[src/rtl/uart_pkg.sv]
// Shared types and helpers for the UART FIFO core: FSM state encodings,
// counter sizing and parity generation.
package uart_pkg;

   typedef enum logic [2:0] {
      TX_IDLE   = 3'd0,
      TX_START  = 3'd1,
      TX_DATA   = 3'd2,
      TX_PARITY = 3'd3,
      TX_STOP   = 3'd4
   } tx_state_t;

   typedef enum logic [2:0] {
      RX_IDLE   = 3'd0,
      RX_START  = 3'd1,
      RX_DATA   = 3'd2,
      RX_PARITY = 3'd3,
      RX_STOP   = 3'd4
   } rx_state_t;

   // Width of a counter that runs 0 .. clks_per_bit-1.
   function automatic int cnt_width(input int clks_per_bit);
      return (clks_per_bit <= 2) ? 1 : $clog2(clks_per_bit);
   endfunction

   function automatic logic calc_parity(input logic [7:0] data, input int nbits, input logic odd);
      logic p;
      p = odd;
      for (int i = 0; i < 8; i++) begin
         if (i < nbits) p = p ^ data[i];
         else           p = p;
      end
      return p;
   endfunction

endpackage

[src/rtl/uart_fifo.sv]
// Synchronous show-ahead FIFO; a write on a full FIFO succeeds only when a
// read happens in the same cycle.
module uart_fifo #(
   parameter int WIDTH = 8,
   parameter int DEPTH = 16
) (
   input  logic             clk,
   input  logic             rst,
   input  logic             wr_en,
   input  logic [WIDTH-1:0] wr_data,
   input  logic             rd_en,
   output logic [WIDTH-1:0] rd_data,
   output logic             full,
   output logic             empty
);

   localparam int AW = $clog2(DEPTH);
   localparam logic [AW:0] PTR_ONE = {{AW{1'b0}}, 1'b1};

   logic [WIDTH-1:0] mem_r [DEPTH];
   logic [AW:0]      wr_ptr_r;
   logic [AW:0]      rd_ptr_r;
   logic             wr_ok_s;
   logic             rd_ok_s;

   assign empty   = (wr_ptr_r == rd_ptr_r);
   assign full    = (wr_ptr_r[AW] != rd_ptr_r[AW]) && (wr_ptr_r[AW-1:0] == rd_ptr_r[AW-1:0]);
   assign rd_ok_s = rd_en && !empty;
   assign wr_ok_s = wr_en && (!full || rd_ok_s);
   assign rd_data = empty ? {WIDTH{1'b0}} : mem_r[rd_ptr_r[AW-1:0]];

   // Pointer update; the extra MSB distinguishes full from empty.
   always_ff @(posedge clk) begin
      if (rst) begin
         wr_ptr_r <= {(AW+1){1'b0}};
         rd_ptr_r <= {(AW+1){1'b0}};
      end else begin
         if (wr_ok_s) wr_ptr_r <= wr_ptr_r + PTR_ONE;
         if (rd_ok_s) rd_ptr_r <= rd_ptr_r + PTR_ONE;
      end
   end

   // Storage write.
   always_ff @(posedge clk) begin
      if (wr_ok_s) mem_r[wr_ptr_r[AW-1:0]] <= wr_data;
   end

endmodule

[src/rtl/uart_fifo_core.sv]
// UART transmitter/receiver with a FIFO on each side.
// Optional parity bit is built in when the UART_PARITY_EN macro is defined.
module uart_fifo_core
   import uart_pkg::*;
#(
   parameter int CLKS_PER_BIT = 16,
   parameter int DATA_BITS    = 8,
   parameter int STOP_BITS    = 1,
   parameter int FIFO_DEPTH   = 16,
   parameter int PARITY_ODD   = 0
) (
   input  logic                 clk,
   input  logic                 rst,
   input  logic                 rx_i,
   output logic                 tx_o,
   input  logic [DATA_BITS-1:0] tx_data,
   input  logic                 tx_valid,
   output logic                 tx_ready,
   output logic [DATA_BITS-1:0] rx_data,
   output logic                 rx_valid,
   input  logic                 rx_ready,
   output logic                 rx_frame_err,
   output logic                 rx_parity_err,
   output logic                 rx_overrun,
   output logic                 tx_busy
);

   localparam int CW = cnt_width(CLKS_PER_BIT);
   localparam logic [CW-1:0] CNT_ZERO  = {CW{1'b0}};
   localparam logic [CW-1:0] CNT_ONE   = CW'(1);
   localparam logic [CW-1:0] CNT_LAST  = CW'(CLKS_PER_BIT - 1);
   localparam logic [CW-1:0] CNT_HALF  = CW'(CLKS_PER_BIT / 2 - 1);
   localparam logic [2:0]    DATA_LAST = 3'(DATA_BITS - 1);
   localparam logic [2:0]    STOP_LAST = 3'(STOP_BITS - 1);
   localparam logic          PAR_ODD   = (PARITY_ODD != 0);

   // ---------------- TX side ----------------
   tx_state_t            tx_state_r, tx_state_nx_s;
   logic [CW-1:0]        tx_cnt_r, tx_cnt_nx_s;
   logic [2:0]           tx_bit_r, tx_bit_nx_s;
   logic [DATA_BITS-1:0] tx_shreg_r, tx_shreg_nx_s;
   logic                 tx_par_r, tx_par_nx_s;
   logic                 tx_line_r, tx_line_s;
   logic                 tx_load_s, tx_pop_s, tx_bit_end_s;
   logic                 ready_en_r;
   logic [DATA_BITS-1:0] tx_head_s;
   logic                 tx_full_s, tx_empty_s;

   assign tx_ready     = ready_en_r && !tx_full_s;
   assign tx_busy      = (tx_state_r != TX_IDLE) || !tx_empty_s;
   assign tx_o         = tx_line_r;
   assign tx_bit_end_s = (tx_cnt_r == CNT_LAST);

   uart_fifo #(.WIDTH(DATA_BITS), .DEPTH(FIFO_DEPTH)) u_tx_fifo (
      .clk     (clk),
      .rst     (rst),
      .wr_en   (tx_valid && tx_ready),
      .wr_data (tx_data),
      .rd_en   (tx_pop_s),
      .rd_data (tx_head_s),
      .full    (tx_full_s),
      .empty   (tx_empty_s)
   );

   // TX state, bit timing and serial line register.
   always_ff @(posedge clk) begin
      if (rst) begin
         tx_state_r <= TX_IDLE;
         tx_cnt_r   <= CNT_ZERO;
         tx_bit_r   <= 3'd0;
         tx_shreg_r <= {DATA_BITS{1'b0}};
         tx_par_r   <= 1'b0;
         tx_line_r  <= 1'b1;
         ready_en_r <= 1'b0;
      end else begin
         tx_state_r <= tx_state_nx_s;
         tx_cnt_r   <= tx_cnt_nx_s;
         tx_bit_r   <= tx_bit_nx_s;
         tx_shreg_r <= tx_shreg_nx_s;
         tx_par_r   <= tx_par_nx_s;
         tx_line_r  <= tx_line_s;
         ready_en_r <= 1'b1;
      end
   end

   // TX next-state; a load from the FIFO starts a frame from IDLE or straight out of STOP.
   always_comb begin
      tx_state_nx_s = tx_state_r;
      tx_cnt_nx_s   = tx_cnt_r;
      tx_bit_nx_s   = tx_bit_r;
      tx_shreg_nx_s = tx_shreg_r;
      tx_par_nx_s   = tx_par_r;
      tx_load_s     = 1'b0;
      case (tx_state_r)
         TX_IDLE: begin
            if (!tx_empty_s) tx_load_s = 1'b1;
            else             tx_load_s = 1'b0;
         end
         TX_START: begin
            if (tx_bit_end_s) begin
               tx_cnt_nx_s   = CNT_ZERO;
               tx_bit_nx_s   = 3'd0;
               tx_state_nx_s = TX_DATA;
            end else begin
               tx_cnt_nx_s = tx_cnt_r + CNT_ONE;
            end
         end
         TX_DATA: begin
            if (tx_bit_end_s) begin
               tx_cnt_nx_s = CNT_ZERO;
               if (tx_bit_r == DATA_LAST) begin
                  tx_bit_nx_s = 3'd0;
`ifdef UART_PARITY_EN
                  tx_state_nx_s = TX_PARITY;
`else
                  tx_state_nx_s = TX_STOP;
`endif
               end else begin
                  tx_bit_nx_s   = tx_bit_r + 3'd1;
                  tx_shreg_nx_s = {1'b0, tx_shreg_r[DATA_BITS-1:1]};
               end
            end else begin
               tx_cnt_nx_s = tx_cnt_r + CNT_ONE;
            end
         end
         TX_PARITY: begin
            if (tx_bit_end_s) begin
               tx_cnt_nx_s   = CNT_ZERO;
               tx_state_nx_s = TX_STOP;
            end else begin
               tx_cnt_nx_s = tx_cnt_r + CNT_ONE;
            end
         end
         TX_STOP: begin
            if (tx_bit_end_s) begin
               tx_cnt_nx_s = CNT_ZERO;
               if (tx_bit_r == STOP_LAST) begin
                  tx_bit_nx_s = 3'd0;
                  if (!tx_empty_s) tx_load_s     = 1'b1;
                  else             tx_state_nx_s = TX_IDLE;
               end else begin
                  tx_bit_nx_s = tx_bit_r + 3'd1;
               end
            end else begin
               tx_cnt_nx_s = tx_cnt_r + CNT_ONE;
            end
         end
         default: tx_state_nx_s = TX_IDLE;
      endcase
      if (tx_load_s) begin
         tx_state_nx_s = TX_START;
         tx_cnt_nx_s   = CNT_ZERO;
         tx_bit_nx_s   = 3'd0;
         tx_shreg_nx_s = tx_head_s;
         tx_par_nx_s   = calc_parity(8'(tx_head_s), DATA_BITS, PAR_ODD);
      end else begin
         tx_load_s = 1'b0;
      end
   end

   // TX outputs: line level follows the state being entered, so it lands one cycle after the pop.
   always_comb begin
      tx_pop_s = tx_load_s;
      case (tx_state_nx_s)
         TX_IDLE:   tx_line_s = 1'b1;
         TX_START:  tx_line_s = 1'b0;
         TX_DATA:   tx_line_s = tx_shreg_nx_s[0];
         TX_PARITY: tx_line_s = tx_par_nx_s;
         TX_STOP:   tx_line_s = 1'b1;
         default:   tx_line_s = 1'b1;
      endcase
   end

   // ---------------- RX side ----------------
   rx_state_t            rx_state_r, rx_state_nx_s;
   logic [CW-1:0]        rx_cnt_r, rx_cnt_nx_s;
   logic [2:0]           rx_bit_r, rx_bit_nx_s;
   logic [DATA_BITS-1:0] rx_shreg_r, rx_shreg_nx_s;
   logic                 rx_par_bad_r, rx_par_bad_nx_s;
   logic                 rx_sync0_r, rx_sync1_r, rx_prev_r;
   logic                 rx_fall_s, rx_bit_end_s, rx_stop_smp_s;
   logic                 rx_good_s, rx_ferr_s;
   logic                 rx_push_r, rx_ferr_r, rx_ovr_r;
   logic [DATA_BITS-1:0] rx_byte_r;
   logic                 rx_full_s, rx_empty_s, rx_pop_s;

   assign rx_fall_s    = rx_prev_r && !rx_sync1_r;
   assign rx_bit_end_s = (rx_cnt_r == CNT_LAST);
   assign rx_valid     = !rx_empty_s;
   assign rx_pop_s     = rx_valid && rx_ready;
   assign rx_frame_err = rx_ferr_r;
   assign rx_overrun   = rx_ovr_r;

   uart_fifo #(.WIDTH(DATA_BITS), .DEPTH(FIFO_DEPTH)) u_rx_fifo (
      .clk     (clk),
      .rst     (rst),
      .wr_en   (rx_push_r),
      .wr_data (rx_byte_r),
      .rd_en   (rx_pop_s),
      .rd_data (rx_data),
      .full    (rx_full_s),
      .empty   (rx_empty_s)
   );

   // Input synchroniser and RX state registers.
   always_ff @(posedge clk) begin
      if (rst) begin
         rx_sync0_r   <= 1'b1;
         rx_sync1_r   <= 1'b1;
         rx_prev_r    <= 1'b1;
         rx_state_r   <= RX_IDLE;
         rx_cnt_r     <= CNT_ZERO;
         rx_bit_r     <= 3'd0;
         rx_shreg_r   <= {DATA_BITS{1'b0}};
         rx_par_bad_r <= 1'b0;
      end else begin
         rx_sync0_r   <= rx_i;
         rx_sync1_r   <= rx_sync0_r;
         rx_prev_r    <= rx_sync1_r;
         rx_state_r   <= rx_state_nx_s;
         rx_cnt_r     <= rx_cnt_nx_s;
         rx_bit_r     <= rx_bit_nx_s;
         rx_shreg_r   <= rx_shreg_nx_s;
         rx_par_bad_r <= rx_par_bad_nx_s;
      end
   end

   // RX next-state; an edge-triggered start means a low line after a frame error is ignored until it goes high.
   always_comb begin
      rx_state_nx_s   = rx_state_r;
      rx_cnt_nx_s     = rx_cnt_r;
      rx_bit_nx_s     = rx_bit_r;
      rx_shreg_nx_s   = rx_shreg_r;
      rx_par_bad_nx_s = rx_par_bad_r;
      case (rx_state_r)
         RX_IDLE: begin
            if (rx_fall_s) begin
               rx_state_nx_s = RX_START;
               rx_cnt_nx_s   = CNT_ZERO;
            end else begin
               rx_cnt_nx_s = CNT_ZERO;
            end
         end
         RX_START: begin
            if (rx_cnt_r == CNT_HALF) begin
               rx_cnt_nx_s = CNT_ZERO;
               if (!rx_sync1_r) begin
                  rx_state_nx_s   = RX_DATA;
                  rx_bit_nx_s     = 3'd0;
                  rx_par_bad_nx_s = 1'b0;
               end else begin
                  rx_state_nx_s = RX_IDLE;
               end
            end else begin
               rx_cnt_nx_s = rx_cnt_r + CNT_ONE;
            end
         end
         RX_DATA: begin
            if (rx_bit_end_s) begin
               rx_cnt_nx_s   = CNT_ZERO;
               rx_shreg_nx_s = {rx_sync1_r, rx_shreg_r[DATA_BITS-1:1]};
               if (rx_bit_r == DATA_LAST) begin
                  rx_bit_nx_s = 3'd0;
`ifdef UART_PARITY_EN
                  rx_state_nx_s = RX_PARITY;
`else
                  rx_state_nx_s = RX_STOP;
`endif
               end else begin
                  rx_bit_nx_s = rx_bit_r + 3'd1;
               end
            end else begin
               rx_cnt_nx_s = rx_cnt_r + CNT_ONE;
            end
         end
         RX_PARITY: begin
            if (rx_bit_end_s) begin
               rx_cnt_nx_s     = CNT_ZERO;
               rx_par_bad_nx_s = rx_sync1_r ^ calc_parity(8'(rx_shreg_r), DATA_BITS, PAR_ODD);
               rx_state_nx_s   = RX_STOP;
            end else begin
               rx_cnt_nx_s = rx_cnt_r + CNT_ONE;
            end
         end
         RX_STOP: begin
            if (rx_bit_end_s) begin
               rx_cnt_nx_s   = CNT_ZERO;
               rx_state_nx_s = RX_IDLE;
            end else begin
               rx_cnt_nx_s = rx_cnt_r + CNT_ONE;
            end
         end
         default: rx_state_nx_s = RX_IDLE;
      endcase
   end

   // RX outputs: verdict on the completed frame at the stop-bit sample.
   always_comb begin
      rx_stop_smp_s = (rx_state_r == RX_STOP) && rx_bit_end_s;
      rx_good_s     = rx_stop_smp_s && rx_sync1_r && !rx_par_bad_r;
      rx_ferr_s     = rx_stop_smp_s && !rx_sync1_r;
   end

   // Push register and error pulses; overrun is judged in the push cycle.
   always_ff @(posedge clk) begin
      if (rst) begin
         rx_push_r <= 1'b0;
         rx_byte_r <= {DATA_BITS{1'b0}};
         rx_ferr_r <= 1'b0;
         rx_ovr_r  <= 1'b0;
      end else begin
         rx_push_r <= rx_good_s;
         rx_byte_r <= rx_good_s ? rx_shreg_r : rx_byte_r;
         rx_ferr_r <= rx_ferr_s;
         rx_ovr_r  <= rx_push_r && rx_full_s && !rx_pop_s;
      end
   end

`ifdef UART_PARITY_EN
   logic rx_perr_r;

   // Parity error pulse for a frame with a good stop bit.
   always_ff @(posedge clk) begin
      if (rst) rx_perr_r <= 1'b0;
      else     rx_perr_r <= rx_stop_smp_s && rx_sync1_r && rx_par_bad_r;
   end

   assign rx_parity_err = rx_perr_r;
`else
   assign rx_parity_err = 1'b0;
`endif

endmodule

[config.mk]
export PLATFORM = sky130hd
export DESIGN_NAME = uart_fifo_core
export DESIGN_NICKNAME = d
export VERILOG_FILES = /design/src/rtl/uart_pkg.sv /design/src/rtl/uart_fifo.sv /design/src/rtl/uart_fifo_core.sv
export SDC_FILE = /design/constraint.sdc
export NUM_CORES = 1
export LEC_CHECK = 0
export BUFFER_PORTS_ARGS = -buffer_cell sky130_fd_sc_hd__buf_2
export CORE_MARGIN = 2
export CORE_UTILIZATION = 40
export DETAILED_ROUTE_END_ITERATION = 8
export GPL_ROUTABILITY_DRIVEN = 0
export HOLD_SLACK_MARGIN = 0.08
export REMOVE_ABC_BUFFERS = 1
export SLEW_MARGIN = 40
export SYNTH_ARGS = -nofsm -noshare
export SYNTH_HDL_FRONTEND = slang
export SYNTH_SLANG_ARGS = --single-unit
[constraint.sdc]
create_clock -name clk -period 6.3 [get_ports clk]
set_clock_uncertainty 0.1 [all_clocks]
set_input_delay 0.945 -clock clk [delete_from_list [all_inputs] [get_ports clk]]
set_output_delay 0.945 -clock clk [all_outputs]
set_load 0.005 [all_outputs]
# After elaboration in Yosys (flattened, before gate mapping)
# Memory sizes are Yosys's and may differ from the RTL's. A register that Yosys moved wholly into a read port is not among the register bits.
# Cells that the tools add are included.
[word_totals]
register_bits = 74
ram_bits = 256
mem_bits_ro = 0
input_bits = 13
n_memories = 2
latchBits = 0
[op_classes]
reduce_logical = 45
n_shift = 0
add_sub_neg = 8
mul = 0
n_lt_le_gt_ge = 0
n_div = 0
bitwise_logic = 15
eq_ne = 33
n_mux = 81
[mem_list]
columns = ["name", "words", "width", "read_ports", "rd_clocked_by_memory_dff", "write_ports", "line_no", "text"]
rows = [
  ["u_rx_fifo.mem_r", 16, 8, 1, 1, 1, "uart_fifo.sv:20", "logic [WIDTH-1:0] mem_r [DEPTH];"],
  ["u_tx_fifo.mem_r", 16, 8, 1, 1, 1, "uart_fifo.sv:20", ""],
]
[op_table]
columns = ["operator", "count"]
rows = [
  ["two-way mux 3 bit", 23],
  ["two-way mux 8 bit", 6],
  ["two-way mux 1 bit", 36],
  ["case mux 3 bit (5 select lines)", 2],
  ["two-way mux 4 bit", 7],
  ["adder 5 x 1 -> 5 bit (second input constant)", 4],
  ["inequality test 2 bit (second input constant)", 10],
  ["equality test 3 x 2 -> 1 bit (second input constant)", 6],
  ["logical AND 1 bit", 16],
  ["bitwise XOR 1 bit", 15],
  ["equality test 3 bit (second input constant)", 4],
  ["case mux 4 bit (3 select lines)", 1],
  ["AND reduction 4 bit", 3],
  ["equality test 5 bit", 2],
  ["equality test 3 x 1 -> 1 bit (second input constant)", 3],
  ["zero test 3 bit", 3],
  ["case mux 3 bit (3 select lines)", 1],
  ["nonzero test 3 bit", 3],
  ["adder 4 x 1 -> 4 bit (second input constant)", 2],
  ["equality test 4 bit", 2],
  ["equality test 4 bit (second input constant)", 2],
  ["nonzero test 2 bit", 4],
  ["zero test 1 bit", 7],
  ["adder 3 x 1 -> 3 bit (second input constant)", 2],
  ["other kinds (14)", 18],
]

# Logic depth before layout (Yosys ltp)
# Gate-level depths: netlist of run 1.
[depth]
depth_word = 27
ltp_mapped = 10
ltp_nobuf = 9

# By module
# From an unflattened synthesis of run 1, not the netlist that was laid out.
[hier_totals]
hier_cells = 912
area_unflattened_um2 = 14081.0
[by_module_without_submodules]
columns = ["mod", "cells_per_inst", "area_per_inst_um2", "seq_area_each_um2", "instances"]
rows = [
  ["uart_fifo at u_rx_fifo", 308, 5698.0, 4124.0, 1],
  ["uart_fifo at u_tx_fifo", 308, 5696.7, 4124.0, 1],
  ["uart_fifo_core", 296, 2686.3, 1081.0, 1],
]

# Worst setup path before layout of run 1
# No wires, ideal clock.
[synth_path]
path_kind = "reg2out"
start = "reg with a tool-made name"
end = "out rx_data[0]"
stages_incl_launch_ff = 7
path_buffers = 3
arrival_ns = 1.813
path_slack_ns = 3.442
t_required_ns = 5.255
path_cell_list = "dfxtp_1 > buf_2 > buf_2 > buf_2 > mux4_2 > mux2i_1 > a211oi_1"
[synth_lines]
columns = ["element", "line_no", "text"]
rows = [
  ["end, declared", "uart_fifo_core.sv:19", "output logic [DATA_BITS-1:0] rx_data,"],
]

==> impl_metrics.py, run 1 <==
metrics = {
    "critical_path": {
        "startpoint_type": "register",
        "worstPathArrival_ns": 2.63,
        "critPathKind": "reg2out",
        "cp_max_fo": 32,
        "required_ns": 5.25,
        "cp-end-kind": "output port",
    },
    "timing": {
        "period_needed_ns": 3.68,
        "slew_headroom_pct": 46.4,
        "rsz0062_at_grt": "no",
        "tightest_slew_ns": 0.800,
        "finalHoldViolCount": 0,
        "max_freq_ghz": 0.272,
        "setup_viol": 0,
        "drv_slew": 0,
        "fin_setup_tns_ns": 0,
        "finalCritPeriodShare_pct": 58.4,
    },
    "cells_and_area": {
        "mostFrequentLayoutCells": "256 x edfxtp_1, 80 x nor2_1, 80 x dfxtp_1, 55 x mux4_2, 43 x nand2_1",
        "fin_nets": 922,
        "drive_above_1_share_pct": 19.3,
        "final_common_cell": "edfxtp_1",
        "area_growth_pct": 13.9,
        "utilization_pct": 46.2,
        "diodes": 0,
        "fillers": 2892,
    },
    "detailed_routing": {
        "routedWlPerCell_um": 19.0,
        "drc": 0,
        "drt_iter0_drc": 405,
        "vias": 7000,
        "ant_nets": 0,
        "routed_wl_um": 26000,
        "first_pass_iters": 5,
        "via_per_inst": 5.12,
    },
    "global_route": {
        "grt_pass1_vias": 7142,
        "grt_usage_pct": 14.9,
        "grt_max_degree": 64,
        "grt.overflow.total": 0,
        "grt_pass1_wl_um": 41000,
        "antenna_found_initial": 0,
    },
    "power": {
        "power_frac_seq_pct": 47.3,
        "power.switching_mw": 1.15,
        "combPwrFrac_pct": 9.3,
        "p_clk_share_pct": 43.4,
        "vdd_drop_max_uv": 275,
        "power.leakage_nw": 5.07,
        "internal_power_mw": 4.07,
        "p_per_area_nw_per_um2": 337,
        "netSwitchingFraction_pct": 22.0,
    },
    "clock_network": {
        "cts_resized": 0,
        "cts_inserted_buffers": 37,
        "clk_pin_slew_ns": 0.06,
        "ctsRootBufferMaster": "clkbuf_16",
        "holdBufCountCts": 0,
        "cts_sinks": 338,
        "clk_latency_ns": 0.52,
        "cts_tree": "yes",
        "cts_buffer_depth": 3,
        "cts_htree_levels": 2,
        "cts_setup_buffers": 0,
    },
    "floorplanning": {
        "num_io_pins": 28,
        "die_w_um": 189,
        "core-area_sq_um": 33500,
        "die_area_sq_um": 35500,
        "fp.dieH_um": 189,
        "core.rowCount": 67,
        "start_util_pct": 40.6,
    },
    "synthesis": {
        "syn_area_per_cell_sq_um": 15.8,
        "synth_edf_count": 256,
        "synth_async_sr_flop_share_pct": 0,
        "syn_inst": 860,
        "ys_ff_latch": 338,
        "yosysWarnings": 0,
        "synth.distinct_cells": 50,
        "ys_seq_area_share_pct": 68.5,
        "synth.cell_area_sq_um": 13600,
        "synth_flop_cell": "edfxtp_1",
    },
    "hold_path": {
        "hold_class": "reg2reg",
    },
    "outcome": {
        "run_status": "finished clean",
    },
    "job": {
        "drv_cap": 0,
    },
    "placement": {
        "port-buffer-count": 26,
        "hpwl_um": 15800,
    },
}
-- layer usage --
metal	track usage (%)	vias to the layer above	share of wire [%]
met5	0	-	0
met4	4.24	0	2.0
met3	2.46	40	3.6
met2	24.4	120	48
met1	20.7	3484	46
li1	-	3356	-
-- cells in the mapped netlist (5+ instances only) --
cell      instances  area, sq um
inv_1            11         41.3
nor3_1           17         85.1
mux2i_1          35          350
o21ai_0          12         60.1
ha_1             17          213
dfxtp_1          82         1640
nor2_1           93          349
a21oi_1          20          100
buf_1             5         18.8
xnor2_1          23          201
mux4_1            9          236
a22oi_1          19          143
nand4_1           6         37.5
nand3_1           8         40.0
buf_2            14         70.1
nand2_1          43          161
a211oi_1         25          188
clkbuf_1         22         82.6
nand2b_1          7         43.8
edfxtp_1        256         7690
nor2b_1          13         81.3
xor2_1           19          166
mux4_2           55         1240
-- power groups by stage --
stage	Clock (mW)	Combinational (mW)	Sequential, mW
after detailed placement	0	0.493	2.52
after floorplan	0	0.321	2.55
after global placement	0	0.486	2.52
after global routing	2.40	0.539	2.48
after CTS	2.31	0.497	2.47
final	2.27	0.486	2.47
-- state kept, by name, summed over array words and instances, names as in the netlist, 8 cells and up, named ones only --
| name | count |
|---|---|
| u_tx_fifo.mem_r | 128 |
| tx_shreg_r | 8 |
| rx_byte_r | 8 |
| rx_shreg_r | 8 |
| u_rx_fifo.mem_r | 128 |
-- metrics by stage --
step           setup slack, ns  hold WS, ns  instance area (sq um)  instances  total power, mW
2_1_floorplan             2.73        0.289                  13400        811             2.87
3_3_place_gp              3.10        0.303                  14200       1301             3.00
3_5_place_dp              3.09        0.297                  14200       1301             3.01
4_1_cts                   2.53        0.311                  15500       1367             5.28
5_1_grt                   2.44        0.330                  15500       1367             5.42
6_report                  2.62        0.308                  15500       1367             5.23
-- worst max-delay path: stages (launching register included) --
cell      delay, ns
dfxtp_2        0.31
buf_4          0.50
mux4_2         0.57
nor2b_1        0.14
a211oi_1       0.31
a211oi_1       0.11
buf_2          0.18
-- final timing paths --
kind,startpoint,slack [ns],end,depth (start not counted)
hold reg to reg,rx_sync0_r$_SDFF_PP1_,0.31,rx_sync1_r$_SDFF_PP1_,1
hold / removal,rx_sync0_r$_SDFF_PP1_,0.31,rx_sync1_r$_SDFF_PP1_,1
setup reg to reg,register,3.40,tx_par_r$_SDFF_PP0_,8
setup / recovery,register,2.62,rx_data[1],6
-- cells by family (layout without fill, tap and decap cells) --
group | Yosys count | count (layout) | share of synthesized area [%]
muxes | 100 | 100 | 13.5
other | 1 | 1 | 0.0275
and+or+nand+nor | 214 | 214 | 7.22
buffers and inverters | 60 | 119 | 2.21
DFF | 338 | 338 | 68.5
AOI/OAI and AO/OA | 88 | 88 | 4.29
adders and majority gates | 17 | 17 | 1.56
xor gates and xnor gates | 42 | 42 | 2.70
-- layout make-up --
class,instances,area [sq um],area share [%]
clock buffer,51,1060,6.83
multi-input combinational,462,4030,26.0
inverter,11,41.3,0.266
timing repair buffer,42,250,1.61
tap,448,561,3.62
clock inverter,15,235,1.52
sequential,338,9330,60.2
No activity file was read; power rests on OpenSTA's default activity.
==> run 2, diff against run 1 <==
ABC_AREA = 1   (was not set)
clock period = 3 ns   (was 6.3 ns; I/O delays follow)
==> impl_metrics.py, run 2 <==
metrics = {
    "outcome": {
        "run_status": "finished clean",
    },
    "power": {
        "p_per_area_nw_per_um2": 748,
        "netSwitchingFraction_pct": 29.8,
        "power_frac_seq_pct": 43.2,
        "total_power_mw": 12.2,
        "power.switching_mw": 3.63,
        "vdd_drop_max_uv": 458,
        "power.leakage_nw": 6.39,
        "p_clk_share_pct": 35.7,
        "combPwrFrac_pct": 21.1,
        "internal_power_mw": 8.57,
    },
    "floorplanning": {
        "num_io_pins": 28,
        "die_area_sq_um": 37300,
        "core.rowCount": 69,
        "start_util_pct": 40.5,
        "fp.dieH_um": 193,
        "die_w_um": 193,
        "core-area_sq_um": 35400,
    },
    "detailed_routing": {
        "drc": 0,
        "first_pass_iters": 5,
        "via_per_inst": 5.04,
        "drt_iter0_drc": 655,
        "vias": 9593,
        "routed_wl_um": 31600,
        "ant_nets": 0,
        "routedWlPerCell_um": 16.6,
    },
    "synthesis": {
        "yosysMostFrequentCell": "nand2_1",
        "synth.distinct_cells": 46,
        "syn_inst": 1362,
        "synth_edf_count": 256,
        "synth_async_sr_flop_share_pct": 0,
        "ys_top_cells_by_area": "edfxtp_1 54%, dfxtp_1 11%, nand2_1 6.8%",
        "synth.cell_area_sq_um": 14300,
        "syn_area_per_cell_sq_um": 10.5,
        "synth_top_area_share_pct": 53.7,
        "synth_flop_cell": "edfxtp_1",
        "yosysWarnings": 0,
        "ys_ff_latch": 338,
        "synth_top_cell_by_area": "edfxtp_1",
        "ys_seq_area_share_pct": 65.1,
        "netlist_top_cells_count": "258 x nand2_1, 256 x edfxtp_1, 154 x inv_1",
    },
    "global_route": {
        "grt_max_degree": 68,
        "grt_pass1_wl_um": 49800,
        "grt.overflow.total": 0,
        "antenna_found_initial": 0,
        "grt_usage_pct": 16.6,
        "grt_pass1_vias": 9187,
    },
    "critical_path": {
        "startpoint_type": "register",
        "critical-path-slowest-cell": "dfxtp_4",
        "critPathKind": "reg2out",
        "required_ns": 2.45,
        "crit_family": "flip-flops",
        "cp_max_fo": 23,
        "worstPathArrival_ns": 2.19,
        "slowest_delay_ns": 0.57,
        "path_cells": "buf_4 -> mux2i_1 -> o211ai_1 -> nand3_1 -> a21oi_1 -> buf_2",
        "path_buf_inv": 2,
        "cp-end-kind": "output port",
    },
    "timing": {
        "finalHoldViolCount": 0,
        "drv_slew": 0,
        "setup_viol": 0,
        "finalCritPeriodShare_pct": 91.5,
        "max_freq_ghz": 0.364,
        "period_needed_ns": 2.74,
        "tightest_slew_ns": 0.862,
        "slew_headroom_pct": 42.5,
        "whs_ns": 0.192,
        "rsz0062_at_grt": "no",
    },
    "clock_network": {
        "cts_tree": "yes",
        "clk_pin_slew_ns": 0.06,
        "cts_sinks": 338,
        "cts_inserted_buffers": 37,
        "cts_buffer_depth": 3,
        "ctsRootBufferMaster": "clkbuf_16",
        "clk_latency_ns": 0.53,
        "cts_htree_levels": 2,
    },
    "cells_and_area": {
        "diodes": 0,
        "final_common_cell": "nand2_1",
        "mostFrequentLayoutCells": "258 x nand2_1, 256 x edfxtp_1, 153 x inv_1, 126 x nor2_1, 101 x nand3_1",
        "multi_input_comb_area_sq_um": 4120,
        "drive_above_1_share_pct": 9.71,
        "area_growth_pct": 13.8,
        "fin_nets": 1443,
        "fillers": 3259,
        "regArea_sq_um": 9330,
    },
    "placement": {
        "port-buffer-count": 26,
        "hpwl_um": 19700,
    },
    "job": {
        "drv_cap": 0,
    },
    "hold_path": {
        "hold_class": "in2reg",
    },
}
## run 2: what timing repair did
action,4_1_cts,5_1_grt
resized for setup,0,0
endpoints found under the setup margin,0,1
hold buffers,1,0
buffers inserted,0,1
endpoints found under the hold margin,1,0
## run 2: power by group through the flow
stage / Combinational [mW] / Clock [mW] / Sequential [mW]
after floorplan: 1.62 / 0 / 5.48
after global placement: 2.54 / 0 / 5.36
after detailed placement: 2.58 / 0 / 5.37
after CTS: 2.59 / 4.45 / 5.27
after global routing: 2.93 / 4.65 / 5.28
final: 2.58 / 4.35 / 5.27
## run 2: logic make-up after synthesis
kind of cell | Yosys count | share of synthesized area [%]
other | 1 | 0.0262
flip-flops | 338 | 65.1
AO/OA/AOI/OAI | 224 | 8.95
adder cells (fa/ha/maj) | 17 | 1.48
buffers and inverters | 216 | 6.13
AND/OR/NAND/NOR | 517 | 15.0
XOR/XNOR | 17 | 1.04
multiplexers | 32 | 2.24
## run 2: final timing paths
path,to,depth (start not counted),from,slack (ns)
worst min-delay path,u_tx_fifo.wr_ptr_r[0]$_SDFFE_PP0P_,3,tx_valid,0.19
worst min register to register,rx_sync1_r$_SDFF_PP1_,1,rx_sync0_r$_SDFF_PP1_,0.32
worst max-delay path,rx_data[7],6,register,0.26
worst max register to register,u_rx_fifo.mem_r[10][4]$_DFFE_PP_,11,u_rx_fifo.wr_ptr_r[2]$_SDFFE_PP0P_,0.44
## run 2: final cells by class
cell class	count	share of cell area, %
clock buffers	56	6.55
clock inverters	12	0.668
inverters	160	3.70
multi-input cells	808	25.3
flip-flops and latches	338	57.3
well taps	461	3.54
repair buffers	68	3.02
## run 2: routing by layer
metal	GRT usage, %	wire (um)
met1	22.0	13900
met5	0	0
met2	28.1	15500
met3	2.62	1490
met4	5.15	739
## run 2: through the flow
stage	util (%)	worst slack (ns)	instances	setup TNS, ns	area (sq um)
finish	46.1	0.256	1903	0	16300
global route	46.1	0.132	1903	0	16300
CTS	46.0	0.150	1902	0	16300
detailed placement	42.7	0.452	1833	0	15100
global placement	42.7	0.541	1833	0	15100
floorplan	-	-0.416	1306	-3.57	14100
## run 2: worst min-delay path, delay by kind of cell
| kind | cells | cell delay, ns |
|---|---|---|
| buffers and inverters | 1 | 0.09 |
| AND/OR/NAND/NOR | 1 | 0.13 |
| AO/OA/AOI/OAI | 1 | 0.08 |
==> run 3, diff against run 2 <==
clock period = 2.8 ns   (was 3 ns; I/O delays follow)
==> impl_metrics.py, run 3 (synthesis gave the netlist of run 2 again) <==
metrics = {
    "critical_path": {
        "r2r_start": "u_rx_fifo.wr_ptr_r[3]$_SDFFE_PP0P_",
        "worstPathArrival_ns": 2.08,
        "required_ns": 2.28,
        "critPathKind": "reg2out",
        "startpoint_type": "register",
        "critical-path-slowest-cell": "dfxtp_4",
        "path_cells": "buf_6 -> buf_4 -> a21oi_1 -> o21ai_0 -> o211ai_1 -> nand3_1 -> a21oi_1 -> buf_2",
        "cp-end-kind": "output port",
        "reg2reg_to": "u_rx_fifo.mem_r[6][1]$_DFFE_PP_",
        "slowest_delay_ns": 0.37,
        "r2r_slack_ns": 0.20,
        "r2r_cells": 12,
        "crit_top_cell": "a21oi_1",
        "cp_max_fo": 21,
    },
    "clock_network": {
        "clk_latency_ns": 0.53,
        "cts_buffer_depth": 3,
        "cts_inserted_buffers": 37,
        "cts_htree_levels": 2,
        "cts_tree": "yes",
        "cts_sinks": 338,
        "ctsRootBufferMaster": "clkbuf_16",
        "clk_pin_slew_ns": 0.06,
    },
    "detailed_routing": {
        "routed_wl_um": 31300,
        "vias": 9609,
        "routedWlPerCell_um": 16.4,
        "drc": 0,
        "drt_iter0_drc": 631,
        "via_per_inst": 5.04,
        "ant_nets": 0,
        "first_pass_iters": 5,
    },
    "global_route": {
        "grt.overflow.total": 0,
        "grt_pass1_wl_um": 50400,
        "grt_max_degree": 68,
        "antenna_found_initial": 0,
        "grt_usage_pct": 16.8,
        "grt_pass1_vias": 9403,
    },
    "timing": {
        "tightest_slew_ns": 0.813,
        "period_needed_ns": 2.60,
        "max_freq_ghz": 0.384,
        "whs_ns": 0.155,
        "drv_slew": 0,
        "rsz0062_at_grt": "yes",
        "setup_viol": 0,
        "slew_headroom_pct": 45.7,
        "fin_setup_tns_ns": 0,
        "finalCritPeriodShare_pct": 93.0,
        "finalHoldViolCount": 0,
    },
    "hold_path": {
        "worstHoldEndpoint": "u_tx_fifo.wr_ptr_r[0]$_SDFFE_PP0P_",
        "hold_depth": 3,
        "hold_class": "in2reg",
        "worst_hold_startpoint": "tx_valid",
    },
    "outcome": {
        "run_status": "finished clean",
    },
    "cells_and_area": {
        "drive_above_1_share_pct": 10.6,
        "fin_nets": 1446,
        "mostFrequentLayoutCells": "258 x nand2_1, 256 x edfxtp_1, 153 x inv_1, 118 x nor2_1, 101 x nand3_1",
        "area_growth_pct": 14.1,
        "utilization_pct": 46.2,
        "diodes": 0,
        "fillers": 3251,
        "stdcell_area_sq_um": 16300,
        "final_common_cell": "nand2_1",
    },
    "floorplanning": {
        "num_io_pins": 28,
        "core-area_sq_um": 35400,
        "die_area_sq_um": 37300,
        "fp.dieH_um": 193,
        "core.rowCount": 69,
        "start_util_pct": 40.5,
        "die_w_um": 193,
    },
    "job": {
        "drv_cap": 0,
    },
    "power": {
        "p_per_area_nw_per_um2": 801,
        "vdd_drop_max_uv": 601,
        "power.leakage_nw": 6.40,
    },
    "placement": {
        "placed_area_sq_um": 15100,
        "hpwl_um": 19900,
        "port-buffer-count": 26,
    },
}
## run 3: cell types whose count changed in the layout (fill, tap and decap cells not counted), moves of 2 or more
cell        before  now
nor2_1         126  118
clkinv_1         7    9
buf_4           37   40
clkinvlp_4       0    2
clkbuf_1        13    8
clkbuf_8         5    3
nor2_2           2   10
clkinv_2         3    7
## run 3: how the worst max path moves through the flow
stage / from / to / slack [ns] / cells past startpoint
final: register / rx_data[6] / 0.20 / 8
after global routing: u_rx_fifo.wr_ptr_r[3]$_SDFFE_PP0P_ / u_rx_fifo.mem_r[6][1]$_DFFE_PP_ / -0.08 / 12
after CTS: register / rx_data[7] / 0.02 / 6
after detailed placement: u_rx_fifo.wr_ptr_r[3]$_SDFFE_PP0P_ / u_rx_fifo.mem_r[3][2]$_DFFE_PP_ / 0.22 / 12
after global placement: u_rx_fifo.wr_ptr_r[3]$_SDFFE_PP0P_ / u_rx_fifo.mem_r[3][2]$_DFFE_PP_ / 0.26 / 12
after floorplan: register / rx_data[0] / -0.59 / 4
## run 3: metrics by stage
stage / total power, mW / instances / setup WS, ns
after floorplan: 7.61 / 1306 / -0.586
after detailed placement: 8.53 / 1834 / 0.217
final: 13.1 / 1905 / 0.196
after global routing: 13.8 / 1905 / -0.0765
after CTS: 13.2 / 1904 / 0.0182
after global placement: 8.49 / 1834 / 0.257
## run 3: layer usage
metal  wire length (um)  track usage, %  vias to the layer above
met2              14800            27.6                      236
met3               1500            2.53                       58
met4                822            5.74                        0
met5                  0               0                        -
met1              14200            23.0                     4568
li1                   -               -                     4747
## run 3: critical path, delay by kind of cell (launching register included)
family	cells	cell delay, ns
and+or+nand+nor	1	0.14
AOI/OAI and AO/OA	4	0.55
DFF	1	0.37
buffers and inverters	3	0.48
## run 3: layout make-up
| class | count | area (sq um) | share of cell area, % |
|---|---|---|---|
| sequential | 338 | 9330 | 57.1 |
| multi-input combinational | 808 | 4140 | 25.3 |
| clock buffer | 48 | 997 | 6.10 |
| inverter | 160 | 607 | 3.71 |
| tap | 461 | 577 | 3.53 |
| timing repair buffer | 71 | 512 | 3.13 |
| clock inverter | 19 | 175 | 1.07 |
## run 3: report_power, final
part / internal (mW) / switching [mW]
registers: 5.51 / 0.117
logic: 0.940 / 1.85
clock network: 2.72 / 1.95
total: 9.17 / 3.92
## run 3: timing repair
item | 4_1_cts | 5_1_grt
buffers inserted | 2 | 1
pin swaps | 0 | 0
hold endpoints to repair | 1 | 0
endpoints found under the setup margin | 4 | 61
hold buffers | 1 | 0
gates resized for setup | 1 | 7
